==> src/rtl/hb_pwm_pkg.sv <==
// Shared types and width helpers for the multi-leg half-bridge PWM generator.
package hb_pwm_pkg;

  typedef enum logic [1:0] {
    ST_LOW  = 2'd0,
    ST_HIGH = 2'd1,
    ST_DEAD = 2'd2
  } leg_state_e;

  // A DT of 0 still needs a 1-bit counter so the port widths stay legal.
  function automatic int dt_cnt_w(input int dt);
    return (dt < 1) ? 1 : $clog2(dt + 1);
  endfunction

  function automatic int carrier_w(input int period);
    return (period < 2) ? 1 : $clog2(period);
  endfunction

endpackage

==> src/rtl/hb_pwm_multi_if.sv <==
// Control-side and gate-side signals of hb_pwm_multi, bundled with master/slave views.
interface hb_pwm_multi_if #(
  parameter int N_CH = 3,
  parameter int DW   = 10
);
  // No handshake: every input is a level sampled on each rising clk edge,
  // and every output is a registered level (sync is a one-clk pulse).
  logic                 ce;
  logic                 en;
  logic [N_CH*DW-1:0]   d;
  logic                 fault;
  logic                 fault_clr;
  logic [N_CH-1:0]      s;
  logic [N_CH-1:0]      nots;
  logic                 clk_int;
  logic                 sync;
  logic                 faulted;
  logic [2*N_CH-1:0]    dbg_state;

  modport master (
    output ce, en, d, fault, fault_clr,
    input  s, nots, clk_int, sync, faulted, dbg_state
  );

  modport slave (
    input  ce, en, d, fault, fault_clr,
    output s, nots, clk_int, sync, faulted, dbg_state
  );
endinterface

==> src/rtl/hb_dt_leg.sv <==
// One half-bridge leg: dead-time FSM with registered high/low gate outputs.
module hb_dt_leg
  import hb_pwm_pkg::*;
#(
  parameter int DT = 30
) (
  input  logic       clk,
  input  logic       rst,
  input  logic       ce,
  input  logic       raw,
  input  logic       force_dead,
  output logic       s,
  output logic       nots,
  output leg_state_e state_o
);

  localparam int DTW = dt_cnt_w(DT);
  localparam logic [DTW-1:0] DT_LOAD = DTW'((DT > 0) ? DT - 1 : 0);

  leg_state_e     state_q, state_d;
  logic           target_q, target_d;
  logic [DTW-1:0] dt_cnt_q, dt_cnt_d;
  logic           s_q, s_d;
  logic           nots_q, nots_d;

  always_comb begin
    state_d  = state_q;
    target_d = target_q;
    dt_cnt_d = dt_cnt_q;
    if (force_dead) begin
      state_d  = ST_DEAD;
      target_d = 1'b0;
      dt_cnt_d = DT_LOAD;
    end else if (ce) begin
      if (raw != target_q) begin
        // Every raw change restarts the full dead-time, even mid-DEAD.
        target_d = raw;
        if (DT == 0) begin
          state_d = raw ? ST_HIGH : ST_LOW;
        end else begin
          state_d  = ST_DEAD;
          dt_cnt_d = DT_LOAD;
        end
      end else if (state_q == ST_DEAD) begin
        if (dt_cnt_q == '0) begin
          state_d = target_q ? ST_HIGH : ST_LOW;
        end else begin
          dt_cnt_d = dt_cnt_q - DTW'(1);
        end
      end
    end
    // Gates decode the next state so they are registered alongside it.
    s_d    = (state_d == ST_HIGH);
    nots_d = (state_d == ST_LOW);
  end

  always_ff @(posedge clk or posedge rst) begin
    if (rst) begin
      state_q  <= ST_DEAD;
      target_q <= 1'b0;
      dt_cnt_q <= '0;
      s_q      <= 1'b0;
      nots_q   <= 1'b0;
    end else begin
      state_q  <= state_d;
      target_q <= target_d;
      dt_cnt_q <= dt_cnt_d;
      s_q      <= s_d;
      nots_q   <= nots_d;
    end
  end

  assign s       = s_q;
  assign nots    = nots_q;
  assign state_o = state_q;

endmodule

==> src/rtl/hb_pwm_multi.sv <==
// N-leg half-bridge PWM: shared carrier, shadowed duties, fault latch, interrupt divider,
// and one dead-time leg per channel.
module hb_pwm_multi
  import hb_pwm_pkg::*;
#(
  parameter int N_CH    = 3,
  parameter int DW      = 10,
  parameter int PERIOD  = 600,
  parameter int DT      = 30,
  parameter int INT_DIV = 40
) (
  input  logic           clk,
  input  logic           rst,
  hb_pwm_multi_if.slave  bus
);

  localparam int CW = carrier_w(PERIOD);
  localparam int IW = $clog2(INT_DIV);
  localparam logic [CW-1:0] CNT_LAST = CW'(PERIOD - 1);
  localparam logic [IW-1:0] INT_LAST = IW'(INT_DIV - 1);
  localparam logic [IW-1:0] INT_HALF = IW'(INT_DIV / 2);

  logic [CW-1:0]              cnt_q, cnt_d;
  logic [N_CH-1:0][DW-1:0]    shadow_q, shadow_d;
  logic [IW-1:0]              int_cnt_q, int_cnt_d;
  logic                       faulted_q, faulted_d;
  logic                       sync_q, sync_d;
  logic                       clk_int_q, clk_int_d;

  logic                       force_dead;
  logic                       wrap;
  logic [N_CH-1:0]            raw;
  logic [N_CH-1:0]            s_w;
  logic [N_CH-1:0]            nots_w;
  logic [2*N_CH-1:0]          dbg_w;

  always_comb begin
    // A fault on this very edge already stops the carrier and forces the legs.
    force_dead = bus.fault | faulted_q | ~bus.en;
    wrap       = ~force_dead & bus.ce & (cnt_q == CNT_LAST);

    cnt_d = cnt_q;
    if (force_dead) begin
      cnt_d = '0;
    end else if (bus.ce) begin
      cnt_d = wrap ? '0 : cnt_q + CW'(1);
    end

    shadow_d = shadow_q;
    for (int i = 0; i < N_CH; i++) begin
      if (!bus.en || wrap) begin
        shadow_d[i] = bus.d[i*DW +: DW];
      end
    end

    int_cnt_d = int_cnt_q;
    if (wrap) begin
      int_cnt_d = (int_cnt_q == INT_LAST) ? '0 : int_cnt_q + IW'(1);
    end

    faulted_d = bus.fault ? 1'b1 : (bus.fault_clr ? 1'b0 : faulted_q);
    sync_d    = wrap;
    clk_int_d = (int_cnt_q < INT_HALF);

    // shadow >= PERIOD keeps raw high across the wrap since cnt never reaches it.
    for (int i = 0; i < N_CH; i++) begin
      raw[i] = (DW'(cnt_q) < shadow_q[i]);
    end
  end

  always_ff @(posedge clk or posedge rst) begin
    if (rst) begin
      cnt_q     <= '0;
      shadow_q  <= '0;
      int_cnt_q <= '0;
      faulted_q <= 1'b0;
      sync_q    <= 1'b0;
      clk_int_q <= 1'b0;
    end else begin
      cnt_q     <= cnt_d;
      shadow_q  <= shadow_d;
      int_cnt_q <= int_cnt_d;
      faulted_q <= faulted_d;
      sync_q    <= sync_d;
      clk_int_q <= clk_int_d;
    end
  end

  for (genvar i = 0; i < N_CH; i++) begin : g_leg
    leg_state_e st;

    hb_dt_leg #(.DT(DT)) u_leg (
      .clk        (clk),
      .rst        (rst),
      .ce         (bus.ce),
      .raw        (raw[i]),
      .force_dead (force_dead),
      .s          (s_w[i]),
      .nots       (nots_w[i]),
      .state_o    (st)
    );

    assign dbg_w[2*i +: 2] = st;
  end

  assign bus.s         = s_w;
  assign bus.nots      = nots_w;
  assign bus.dbg_state = dbg_w;
  assign bus.sync      = sync_q;
  assign bus.clk_int   = clk_int_q;
  assign bus.faulted   = faulted_q;

endmodule

==> src/flat_wrapper.sv <==
// flat-port wrapper written by rule: the top's interface ports become plain ports
module hb_pwm_multi_flat import hb_pwm_pkg::*;
#(
  parameter int N_CH    = 3,
  parameter int DW      = 10,
  parameter int PERIOD  = 600,
  parameter int DT      = 30,
  parameter int INT_DIV = 40
)
  (clk, rst, bus_ce, bus_en, bus_d, bus_fault, bus_fault_clr, bus_s, bus_nots, bus_clk_int, bus_sync, bus_faulted, bus_dbg_state);
  hb_pwm_multi_if #(.N_CH(N_CH), .DW(DW)) bus_i ();
  input  logic clk;
  input  logic rst;
  input wire logic [$bits(bus_i.ce)-1:0] bus_ce;
  input wire logic [$bits(bus_i.en)-1:0] bus_en;
  input wire logic [$bits(bus_i.d)-1:0] bus_d;
  input wire logic [$bits(bus_i.fault)-1:0] bus_fault;
  input wire logic [$bits(bus_i.fault_clr)-1:0] bus_fault_clr;
  output wire logic [$bits(bus_i.s)-1:0] bus_s;
  output wire logic [$bits(bus_i.nots)-1:0] bus_nots;
  output wire logic [$bits(bus_i.clk_int)-1:0] bus_clk_int;
  output wire logic [$bits(bus_i.sync)-1:0] bus_sync;
  output wire logic [$bits(bus_i.faulted)-1:0] bus_faulted;
  output wire logic [$bits(bus_i.dbg_state)-1:0] bus_dbg_state;
  assign bus_i.ce = bus_ce;
  assign bus_i.en = bus_en;
  assign bus_i.d = bus_d;
  assign bus_i.fault = bus_fault;
  assign bus_i.fault_clr = bus_fault_clr;
  assign bus_s = bus_i.s;
  assign bus_nots = bus_i.nots;
  assign bus_clk_int = bus_i.clk_int;
  assign bus_sync = bus_i.sync;
  assign bus_faulted = bus_i.faulted;
  assign bus_dbg_state = bus_i.dbg_state;
  hb_pwm_multi #(.N_CH(N_CH), .DW(DW), .PERIOD(PERIOD), .DT(DT), .INT_DIV(INT_DIV)) u_core (.clk(clk), .rst(rst), .bus(bus_i));
endmodule
==> config.mk <==
export PLATFORM = sky130hd
export DESIGN_NAME = hb_pwm_multi_flat
export DESIGN_NICKNAME = d
export VERILOG_FILES = /design/src/rtl/hb_pwm_pkg.sv /design/src/rtl/hb_pwm_multi_if.sv /design/src/rtl/hb_dt_leg.sv /design/src/rtl/hb_pwm_multi.sv /design/src/flat_wrapper.sv
export SDC_FILE = /design/constraint.sdc
export NUM_CORES = 1
export LEC_CHECK = 0
export CAP_MARGIN = 10
export CORE_ASPECT_RATIO = 0.5
export CORE_MARGIN = 10
export CORE_UTILIZATION = 45
export CTS_BUF_LIST = sky130_fd_sc_hd__clkbuf_8
export DETAILED_ROUTE_END_ITERATION = 6
export PLACE_DENSITY = 0.7
export REMOVE_ABC_BUFFERS = 1
export SYNTH_ARGS = -nofsm -noshare
export SYNTH_HDL_FRONTEND = slang
export SYNTH_HIERARCHICAL = 1
export SYNTH_SLANG_ARGS = --single-unit
==> constraint.sdc <==
create_clock -name clk -period 4.6 [get_ports clk]
set_input_delay 0.69 -clock clk [delete_from_list [all_inputs] [get_ports clk]]
set_output_delay 0.69 -clock clk [all_outputs]
set_load 0.01 [all_outputs]
==> run summary, run 1 <==
The number of setup buffers added after CTS came out at 0. The final-layout setup total negative slack came out at 0 ns. In the final design database the tool counted roughly 530 nets. The tightest min-delay check is of the flop to flop type. After detailed routing, the total wire length is roughly 8.7 mm. The setup check on the worst reg-to-reg path leaves a slack of 1.98 ns. The number of clock sinks seen by CTS came out at 79. The highest net fanout along the worst path came out at 28. Setup repair after global routing left no endpoint under its margin.

At the worst endpoint, the required time is 4.84 ns. The post-synthesis cell count came out at 404. The critical path starts at bus_ce.

The most common cell in the synthesized netlist is dfrtp_1. The number of DRC violations after detailed routing came out at 0. At the later pin of the worst-skew pair, clock insertion delay measures 0.36 ns.

The cell area after synthesis came out at 0.00434 mm2. The final clock period utilization by the worst path came out at 57.0%. The count of final max-slew check failures was 0. The post-CTS resize count is 0. The via count of the first global-routing pass is ~3200. The finished cells cover 0.00516 mm2.

Clock-pin slew was measured on the worst setup and hold paths at 0.07 ns. The number of cells after detailed placement came out at 584. After synthesis, the most frequently instantiated cells are dfrtp_1 (76), inv_1 (48), ha_1 (32). The routing usage on met1 is about 16%. The nature of the critical path endpoint is a flop. The number of diodes is 0. Summing the sequential cell areas from Yosys gives 45.6% of the chip area. The worst setup path is of the primary input to flop kind.

The sum of overflow across all layers after global routing is 0. The beginning of the worst register-to-register path is u_core/cnt_q[5]$_DFFE_PP0P_. The cts-stage hold buffer count is 0.

Power spread over the standard cell area amounts to 259 mW/mm2. The run finished with clean final reports. TritonCTS built the clock tree.

For met2 alone, demand over resource in global routing was a little over a fifth. The weighted congestion reported at the end of routability-driven placement is around 0.80. The synthesized design contains 79 register bits. The CTS buffer count is 9. Headroom to the max-slew limit came out at 32.6%. The total count of hold-check failures in the final report came out at 0. The final number of setup-violating endpoints came out at 0. The maximum clock frequency is between 300 and 400 MHz. The total half-perimeter wirelength after legalization and detailed placement came out at roughly 6.4 mm. The placed instances occupy a cell area of 0.00499 mm2. Counting distinct cell types in the post-synthesis netlist gives 53. The floorplan die height is 89.4 um. The remaining antenna violation count after routing came out at 0. In this run the static leakage power is 2.35 nW.

The worst-case clock skew is 0.00740 ns. The number of antenna violations at the first check in global routing came out at 0. The mean routed wirelength per cell came out at 14.5 um.

The final hold slack is 0.486 ns. The termination of the worst setup path is u_core/shadow_q[24]$_DFFE_PP0P_. met2 is the most crowded layer.

The depth of the worst register-to-register path is 7. The met3 capacity usage during global routing came out at under 10%. The wire length of the first global-routing pass is 15.1 mm. Among all flip-flop cells after synthesis, the most frequent one is dfrtp_1. The post-route netlist has 7.54% of its cells at a drive strength greater than 1. The capture point of the worst reg-to-reg path is u_core/g_leg[0].u_leg/dt_cnt_q[3]$_DFFE_PP0P_. The design draws 0.00134 W. After synthesis, the largest area contributor takes up 43.8% of total cell area. The clock passes through at most 2 buffers. The slew at the pin closest to its max-slew limit came out at 1.01 ns. The total global routing track utilization came out at about an eighth. The finished layout holds approximately 600 standard cells, fillers aside. The total I/O pin count is roughly 50.

The worst endpoint data arrival time is 2.86 ns. The fraction of registers with async set or reset after synthesis is 100%. After synthesis, the cell types taking the most area are dfrtp_1 (44%), ha_1 (9.2%), mux2_1 (8.0%).

After floorplanning, the core was sized to cover roughly 0.0094 mm2. The tree is rooted in a clkbuf_8. The shortest period the worst path allows came out at approximately 2.6 ns. The floorplan die area came out at 0.0142 mm2. Input and output buffers added on the ports amount to 50. The horizontal die dimension came out at 159 um. Using the TritonRoute via totals, the vias-per-cell ratio works out to 5.23. The total number of yosys warnings came out at 6. The maximum number of pins on one net before global-route repair is 50. In this run, the number of DRC markers left after iteration 0 of detailed routing was 184. The synthesized design spends more area on one cell type than any other, namely dfrtp_1. The initial utilization of the core area, before any placement, comes to between 40% and 50%.

The nature of the critical path startpoint is a primary input. The H-tree generated during clock tree synthesis spans 3 levels. Compared with the post-synthesis result, the final layout area differs by 19.0%. The tool flagged a number of max-cap violations equal to 0. The number of enable flip-flop cells after synthesis is 0. The number of placement rows came out at 25. The iteration count of the initial detailed-routing pass is 4.

The final route contains between 3000 and 4000 vias. Averaged over all synthesized cells, the footprint is 10.7 um2. The maximum vdd drop is 0.116 mV.
## layout make-up
cell class | instances | area (um2)
Fill cell | 857 | 4250
Multi-Input combinational cell | 269 | 2140
Sequential cell | 79 | 1980
Timing Repair Buffer | 52 | 515
Inverter | 49 | 184
Tap cell | 135 | 169
Clock buffer | 12 | 165
Clock inverter | 3 | 11.3
## worst max-delay path, stage by stage
cell,delay (ns)
clkdlybuf4s50_1,0.45
buf_4,0.27
and4bb_1,0.28
nand4_4,0.20
nand2_1,0.20
buf_4,0.38
mux2_1,0.37
## per-layer routing
metal,wire (um),vias up
met1,4160,1507
li1,-,1571
met2,4110,51
met4,81,0
met5,0,-
met3,333,5
## logic make-up after synthesis
group	synth area share (%)
and+or+nand+nor	16.2
AOI/OAI and AO/OA	13.4
DFF	45.6
buffers and inverters	5.10
muxes	8.97
adders and majority gates	9.23
xor gates and xnor gates	1.41
## metrics by stage
stage          worst slack, ns  utilization, %
5_1_grt                   1.67            54.8
3_5_place_dp              1.58            53.0
3_3_place_gp              1.67            53.0
4_1_cts                   1.97            54.8
6_report                  1.98            54.8
2_1_floorplan             2.20               -
## power by group
part / internal (W) / switching, W / total (W) / leakage, nW
Clock: 0.000232 / 0.000236 / 0.000468 / 0.102
Combinational: 0.0000666 / 0.0000651 / 0.000132 / 1.30
Sequential: 0.000722 / 0.0000145 / 0.000737 / 0.953
Total: 0.00102 / 0.000316 / 0.00134 / 2.35
## worst min-delay path by stage
stage	endpoint	cells after the start	start	slack [ns]
after floorplan	u_core/shadow_q[11]$_DFFE_PP0P_	1	u_core/shadow_q[11]$_DFFE_PP0P_	0.46
after global placement	u_core/shadow_q[16]$_DFFE_PP0P_	1	u_core/shadow_q[16]$_DFFE_PP0P_	0.47
after detailed placement	u_core/shadow_q[19]$_DFFE_PP0P_	1	u_core/shadow_q[19]$_DFFE_PP0P_	0.47
after CTS	u_core/shadow_q[3]$_DFFE_PP0P_	1	u_core/shadow_q[3]$_DFFE_PP0P_	0.49
after global routing	u_core/shadow_q[26]$_DFFE_PP0P_	1	u_core/shadow_q[26]$_DFFE_PP0P_	0.50
final	u_core/shadow_q[4]$_DFFE_PP0P_	1	u_core/shadow_q[4]$_DFFE_PP0P_	0.49
## registers in the layout, indices dropped and copies added, names as in the netlist
signal and flops:
u_core/g_leg.u_leg/s 3, u_core/bus.faulted 1, u_core/shadow_q 30, u_core/g_leg.u_leg/nots 3, u_core/g_leg.u_leg/target_q 3, u_core/bus.sync 1
u_core/cnt_q 10, u_core/int_cnt_q 6, u_core/g_leg.u_leg/state_o 6, u_core/g_leg.u_leg/dt_cnt_q 15, u_core/bus.clk_int 1
## placed cells by master (no fill, tap or decap), types with 7 or more instances in the layout
cell type        synthesis  layout
dfrtp_1                 76      76
inv_1                   48      50
clkdlybuf4s50_1          0      50
ha_1                    32      32
mux2_1                  31      31
a21oi_1                 24      24
nand2_1                 19      19
nor2_1                  16      16
a21o_1                  15      15
nand3_1                 14      14
clkbuf_8                 0      12
o21ai_1                  7       7
nand4_1                  7       7
nand2b_1                 7       7
Note: power is estimated with default switching activity, not from simulation.
==> inputs of run 2 (changes only) <==
clock period = 2.7 ns   (was 4.6 ns; I/O delays follow)
==> run 2 against run 1 <==
Effect of this change: register-to-register slack worse by 1.8 ns; first-iteration DRC count is 9.8% lower; final cell count is 0.67% higher; critical path depth stayed put; worst setup slack worse by 1.8 ns; design area is 1.1% higher; non-clock buffer count is 3 higher; via count is 2.1% higher; utilization is 0.61 points higher; hold slack worse by 0.035 ns; combinational power is 78% higher; sequential share of layout area is 0.42 points lower; critical path type is now flop to flop; largest power group unchanged.
==> run summary, run 2 (same netlist as run 1, synthesis figures left out) <==
The flow ran to the end, and the final reports show no timing, DRC or antenna violations. The weighted congestion reported at the end of routability-driven placement came out at 0.859. The library cell used most frequently in the layout, excluding fill and tap cells, is dfrtp_1. After layout, the worst path uses between 90% and 100% of the clock period.

The count of final max-slew check failures came out at 0. The slack of the critical path is 0.187 ns. The total global routing track utilization is 13.0%. The depth of the worst register-to-register path is 7. For the worst setup path, the data required time is 2.92 ns. The number of DRC violations after detailed routing came out at 0. Counting every sink on the clock net gives 79. The starting DRC count in detailed routing came out at roughly 170. The mean routed wirelength per cell came out at 14.9 um.

The final layout net count came out at roughly 530. The total count of hold-check failures in the final report is 0. Buffers placed on the I/O ports in this run total 50. TritonCTS built the clock tree. The worst hold path belongs to the class primary input to async pin. The final number of setup-violating endpoints is 0. The total area inside the core boundary comes to 0.00942 mm2.

The final-layout setup total negative slack is 0 ns. The clock reaches the later pin of the worst-skew pair after 0.36 ns. CTS placed an instance of clkbuf_8 at the clock tree root.

The total I/O pin count is 51. The clock transition at the register clock pins on the worst setup and hold paths after CTS came out at 0.08 ns. The nature of the critical path endpoint is a flop. Max-cap violations in this run came to 0. The cts-stage hold buffer count is 0. The number of cells after detailed placement is 587.

The register with the most flip-flops in the layout has 30 of them. The floorplan die area came out at 0.0142 mm2. The maximum clock frequency is just under 400 MHz. The maximum number of buffers from clock root to sink is 2. The worst register-to-register path ends at u_core/g_leg[1].u_leg/dt_cnt_q[3]$_DFFE_PP0P_. Traced cell by cell, the critical path runs through ha_1 > a21o_1 > a21o_1 > a221oi_1 > xor2_1 > a21oi_1 > nand3_1.

The post-placement worst setup slack is 0.241 ns. The area growth from synthesis to final layout is 20.3%. The library cells used most frequently in the layout, excluding fill and tap cells, are dfrtp_1 (76), inv_1 (52), clkdlybuf4s50_1 (50), ha_1 (32), mux2_1 (31). After legalization and detailed placement, the total HPWL measured 6.69 mm. The type of the worst setup path is flop to flop. The highest net fanout along the worst path is 8. CTS built an H-tree with a depth of 3.

The via count of the first global-routing pass came out at 3216. The first global-routing pass estimated approximately 15 mm of wire. STA classifies the critical path startpoint as a flop.

The cell occurring most often along the worst timing path is a21o_1. In this run the critical register-to-register path is launched from u_core/cnt_q[7]$_DFFE_PP0P_. Counting flops per register, the top entry is u_core/shadow_q. For this run the aggregate overflow at the end of global routing stands at 0. Summing all multi-input logic gate instances after layout gives 0.00214 mm2. The iteration count of the initial detailed-routing pass came out at 4. The maximum number of pins on one net before global-route repair is 27. The worst endpoint data arrival time came out at 2.73 ns. The floorplan die height is slightly below 90 um. The slowest stage of the critical path is the dfrtp_1 cell. The CTS buffer count is 9. The number of placement rows came out at 25. The fraction of layout instances using a drive strength above 1 is under 10%. The placed instances occupy a cell area of 0.00503 mm2. At the pin with the least slew margin, the transition time is 0.694 ns. In the final layout, the registers with the most flip-flops are u_core/shadow_q x30, u_core/g_leg.u_leg/dt_cnt_q x15, u_core/cnt_q x10.

The register area came out at about 0.002 mm2. The mean number of vias per cell is 5.31. The remaining antenna violation count after routing came out at 0. The count of vias placed by the detailed router came out at 3200. The repair_antennas step left the layout with diodes totalling 0. The number of antenna violations at the first check in global routing came out at 0. The critical path's largest stage delay is 0.51 ns.

The internal reg-to-reg setup slack is approximately 0.19 ns. The worst-case clock skew came out at 0.0106 ns. Dividing total power by cell area gives a power density of 448 mW/mm2.

For this configuration, the core starts out at a cell density of approximately 46%. In this run the horizontal extent of the chip is 159 um. The wire length reported by the detailed router came out at 8.99 mm. Across the VDD grid, the largest voltage drop is 0.225 mV. The post-CTS resize count came out at 0. The leakage power came out at 2.39 nW. The final hold slack came out at 0.451 ns. The shortest period the worst path allows is 2.51 ns.

Measured against its own limit, the worst slew margin works out to 53.1%. The number of inserted filler cells in the final layout is 837. The post-route non-filler standard cell count is roughly 600. The post-route cell area is between 0.005 and 0.006 mm2. After clock tree synthesis, the setup repair step added 0 buffers. Setup repair after global routing left no endpoint under its margin.
## run 2: cell count changes in the layout (fill, tap and decap cells not counted)
cell / delta
bufinv_16: +1
buf_4: +1
clkbuf_8: -2
inv_1: +2
buf_12: +2
## run 2: worst max path at each step
stage	from	end	slack (ns)
after global placement	u_core/cnt_q[7]$_DFFE_PP0P_	u_core/g_leg[1].u_leg/dt_cnt_q[3]$_DFFE_PP0P_	0.27
after floorplan	u_core/cnt_q[3]$_DFFE_PP0P_	u_core/shadow_q[0]$_DFFE_PP0P_	0.48
after global routing	u_core/cnt_q[7]$_DFFE_PP0P_	u_core/g_leg[2].u_leg/dt_cnt_q[0]$_DFFE_PP0P_	0.008
after detailed placement	u_core/cnt_q[7]$_DFFE_PP0P_	u_core/g_leg[1].u_leg/dt_cnt_q[1]$_DFFE_PP0P_	0.24
after CTS	u_core/cnt_q[7]$_DFFE_PP0P_	u_core/g_leg[1].u_leg/dt_cnt_q[3]$_DFFE_PP0P_	0.22
final	u_core/cnt_q[7]$_DFFE_PP0P_	u_core/g_leg[1].u_leg/dt_cnt_q[3]$_DFFE_PP0P_	0.19
## run 2: critical path, delay by kind of cell (launching register included)
family,cells,cell delay [ns]
AO/OA/AOI/OAI,4,1.18
adder cells (fa/ha/maj),1,0.36
flip-flops,1,0.51
AND/OR/NAND/NOR,1,0.12
XOR/XNOR,1,0.21
## run 2: per-layer routing
layer / track usage [%] / vias up / routed length, um
met5: 0 / - / 0
met4: 4.26 / 0 / 97
met3: 4.23 / 8 / 447
met2: 21.6 / 51 / 4210
met1: 15.9 / 1557 / 4240
li1: - / 1584 / -
## run 2: report_power, final
part           internal [W]  switching, W
registers           0.00123     0.0000247
logic              0.000120      0.000116
clock network      0.000437      0.000413
## run 2: final cells by class
class | count | area share (%)
Tap cell | 135 | 3.24
Clock buffer | 10 | 2.64
Sequential cell | 79 | 37.9
Inverter | 49 | 3.52
Timing Repair Buffer | 55 | 10.8
Multi-Input combinational cell | 269 | 40.9
Clock inverter | 6 | 0.935
## run 2: metrics by stage
stage	total power (W)	utilization [%]
2_1_floorplan	0.00140	-
3_3_place_gp	0.00151	53.5
3_5_place_dp	0.00152	53.5
4_1_cts	0.00238	55.4
5_1_grt	0.00246	55.4
6_report	0.00234	55.4
==> inputs of run 3 (changes only) <==
CORE_MARGIN = 1.5   (was 10)
==> run 3 against run 2 <==
Effect of this change: highest routed layer unchanged; worst setup slack gained 0.013 ns; total power grew 3.5%; clock skew is essentially flat; largest power group unchanged; critical path type unchanged.
==> run summary, run 3 (same netlist as run 1, synthesis figures left out) <==
The flow ran to the end, and the final reports show no timing, DRC or antenna violations. The sum of internal, switching and leakage power is around 0.0024 W. The total count of hold-check failures in the final report is 0. The count of final max-slew check failures came out at 0. In the final layout, flip-flops and latches occupy roughly 0.0020 mm2. In this run the static leakage power is approximately 2.4 nW. Along the worst path, the maximum fanout reaches 9. In this run the remaining antenna-violating nets after routing total 0. The number of clock sinks seen by CTS came out at between 70 and 80. The starting utilization of the core area came out at 46.1%.

The number of setup buffers added after CTS is 0. The slew at the pin closest to its max-slew limit is 0.718 ns. The number of maximum-capacitance violations came out at 0. The clock latency on the worst-skew pair is 0.37 ns. The horizontal die dimension came out at 142 um. The register name with the most flops is u_core/shadow_q.

The mean number of vias per cell is 5.23. IR analysis of the VDD net gives a maximum drop of 0.284 mV. The wire length of the first global-routing pass is ~15 mm. Setup total negative slack on the finished layout was measured at 0 ns. The number of H-tree levels came out at 3.

The final layout net count is 532. The final clock period utilization by the worst path came out at 92.6%. The number of DRC violations after detailed routing came out at 0. The final number of setup-violating endpoints came out at 0. The flip-flop count of the largest register after layout is 30. The area growth from synthesis to final layout is 21.0%. The core region is 0.00942 mm2. The number of inserted filler cells in the final layout came out at ~810. For this design the ratio of total power to cell area is 461 mW/mm2.

Entering global routing, the biggest net connects 29 pins. The worst pin sits at a relative slew slack of 51.5%. For this run, the detailed router's first-pass iteration total came to 4. The repair_antennas step left the layout with diodes totalling 0. The floorplan die area is 0.0103 mm2. The shortest period the worst path allows is 2.50 ns. The total of buffers placed on input and output ports is 50. The library cells used most frequently in the layout, excluding fill and tap cells, are dfrtp_1 (75), clkdlybuf4s50_1 (50), inv_1 (48), ha_1 (32), mux2_1 (31). The floorplan die height is 72.4 um. The nature of the critical path endpoint is a flop. The starting DRC count in detailed routing came out at 224. The worst hold-check path type is primary input to async pin. The number of placement rows came out at 25. The wire length reported by the detailed router came out at 8.61 mm. The mean routed wirelength per cell is 14.3 um. In this run the clock root is driven by a clkbuf_8. Leaving out fill and tap cells, the most frequent cell in the layout is dfrtp_1. The data required time at the worst endpoint is 2.95 ns. The total half-perimeter wirelength after legalization and detailed placement is roughly 6.2 mm. The type of the worst setup path is flop to flop. The worst-case clock skew is 0.0107 ns. Setup repair after global routing left no endpoint under its margin. Global routing consumed, over all layers together, 18.6% of the routing resources. The sum of overflow across all layers after global routing came out at 0. Static timing analysis puts the maximum clock frequency at 400 MHz. The fraction of layout instances using a drive strength above 1 is 9.59%. After clock tree synthesis, the clock-pin slew on the worst setup and hold paths is 0.08 ns. The number of antenna violations at the first check in global routing is 0. The final route contains 3156 vias. The largest registers in the layout are u_core/shadow_q x30, u_core/g_leg.u_leg/dt_cnt_q x15, u_core/cnt_q x10.

The internal reg-to-reg setup slack came out at 0.20 ns. The worst endpoint data arrival time came out at 2.75 ns. The CTS tree is yes. The via count of the first global-routing pass is 3126. The CTS buffer count is 9.

The weighted congestion reported at the end of routability-driven placement is 0.841. The nature of the critical path startpoint is a flop. The total I/O pin count is 51.

The multi-input gate area in the final layout came out at 0.00215 mm2. The maximum number of buffers from clock root to sink is 2.
==> run 3: changes by cell type in the layout (fill, tap and decap cells not counted) <==
cell      change
buf_4         +2
clkinv_2      +2
a21oi_2       +1
clkbuf_8      +2
dfrtp_2       +1
inv_1         -4
buf_12        -1
a221oi_1      -1
dfrtp_1       -1
a221oi_2      +1
a21oi_1       -1
==> run 3: worst paths after layout <==
| path | start | to | depth (start not counted) |
|---|---|---|---|
| min | rst | u_core/g_leg[2].u_leg/dt_cnt_q[4]$_DFFE_PP0P_ | 2 |
| max in group asynchronous | rst | u_core/shadow_q[15]$_DFFE_PP0P_ | 3 |
| max reg2reg | u_core/cnt_q[3]$_DFFE_PP0P_ | u_core/g_leg[1].u_leg/dt_cnt_q[1]$_DFFE_PP0P_ | 7 |
| max | u_core/cnt_q[3]$_DFFE_PP0P_ | u_core/g_leg[1].u_leg/dt_cnt_q[1]$_DFFE_PP0P_ | 7 |
| min reg2reg | u_core/shadow_q[12]$_DFFE_PP0P_ | u_core/shadow_q[12]$_DFFE_PP0P_ | 1 |
| min in group clk | u_core/shadow_q[12]$_DFFE_PP0P_ | u_core/shadow_q[12]$_DFFE_PP0P_ | 1 |
==> run 3: critical path, stage by stage, from the launching register on <==
cell and delay, ns:
dfrtp_1 0.48, ha_1 0.35, a21oi_1 0.16, o221ai_1 0.20
a221oi_1 0.46, xor2_1 0.37, a21o_1 0.27, o2bb2ai_1 0.08
==> run 3: cell type report <==
class	count	area share (%)
clock buffers	12	3.15
clock inverters	4	0.834
inverters	49	3.50
multi-input cells	269	40.9
flip-flops and latches	79	37.8
well taps	135	3.22
repair buffers	56	10.6
==> run 3: per-layer routing <==
metal	vias up	global-route usage (%)	part of all wire, %
met4	0	6.07	1.1
met1	1523	24.0	48
met5	-	0	0
met2	51	30.0	46
li1	1573	-	-
met3	9	6.20	4.3
==> run 3: power breakdown <==
| part | switching, W | internal, W |
|---|---|---|
| registers | 0.0000244 | 0.00123 |
| logic | 0.000115 | 0.000118 |
| clock network | 0.000437 | 0.000497 |
==> run 3: per-stage QoR <==
| step | instances | worst slack (ns) | area (um2) | hold WS [ns] | util (%) |
|---|---|---|---|---|---|
| 2_1_floorplan | 397 | 0.485 | 4300 | 0.244 | - |
| 3_3_place_gp | 588 | 0.225 | 5030 | 0.470 | 53.4 |
| 3_5_place_dp | 588 | 0.186 | 5030 | 0.475 | 53.4 |
| 4_1_cts | 604 | 0.162 | 5240 | 0.449 | 55.6 |
| 5_1_grt | 604 | 0.0105 | 5250 | 0.461 | 55.7 |
| 6_report | 604 | 0.199 | 5250 | 0.440 | 55.7 |
==> run 3: timing repair <==
action,in CTS,in global routing
endpoints found under the setup margin,0,2
gates resized for setup,0,3
hold buffers,0,0
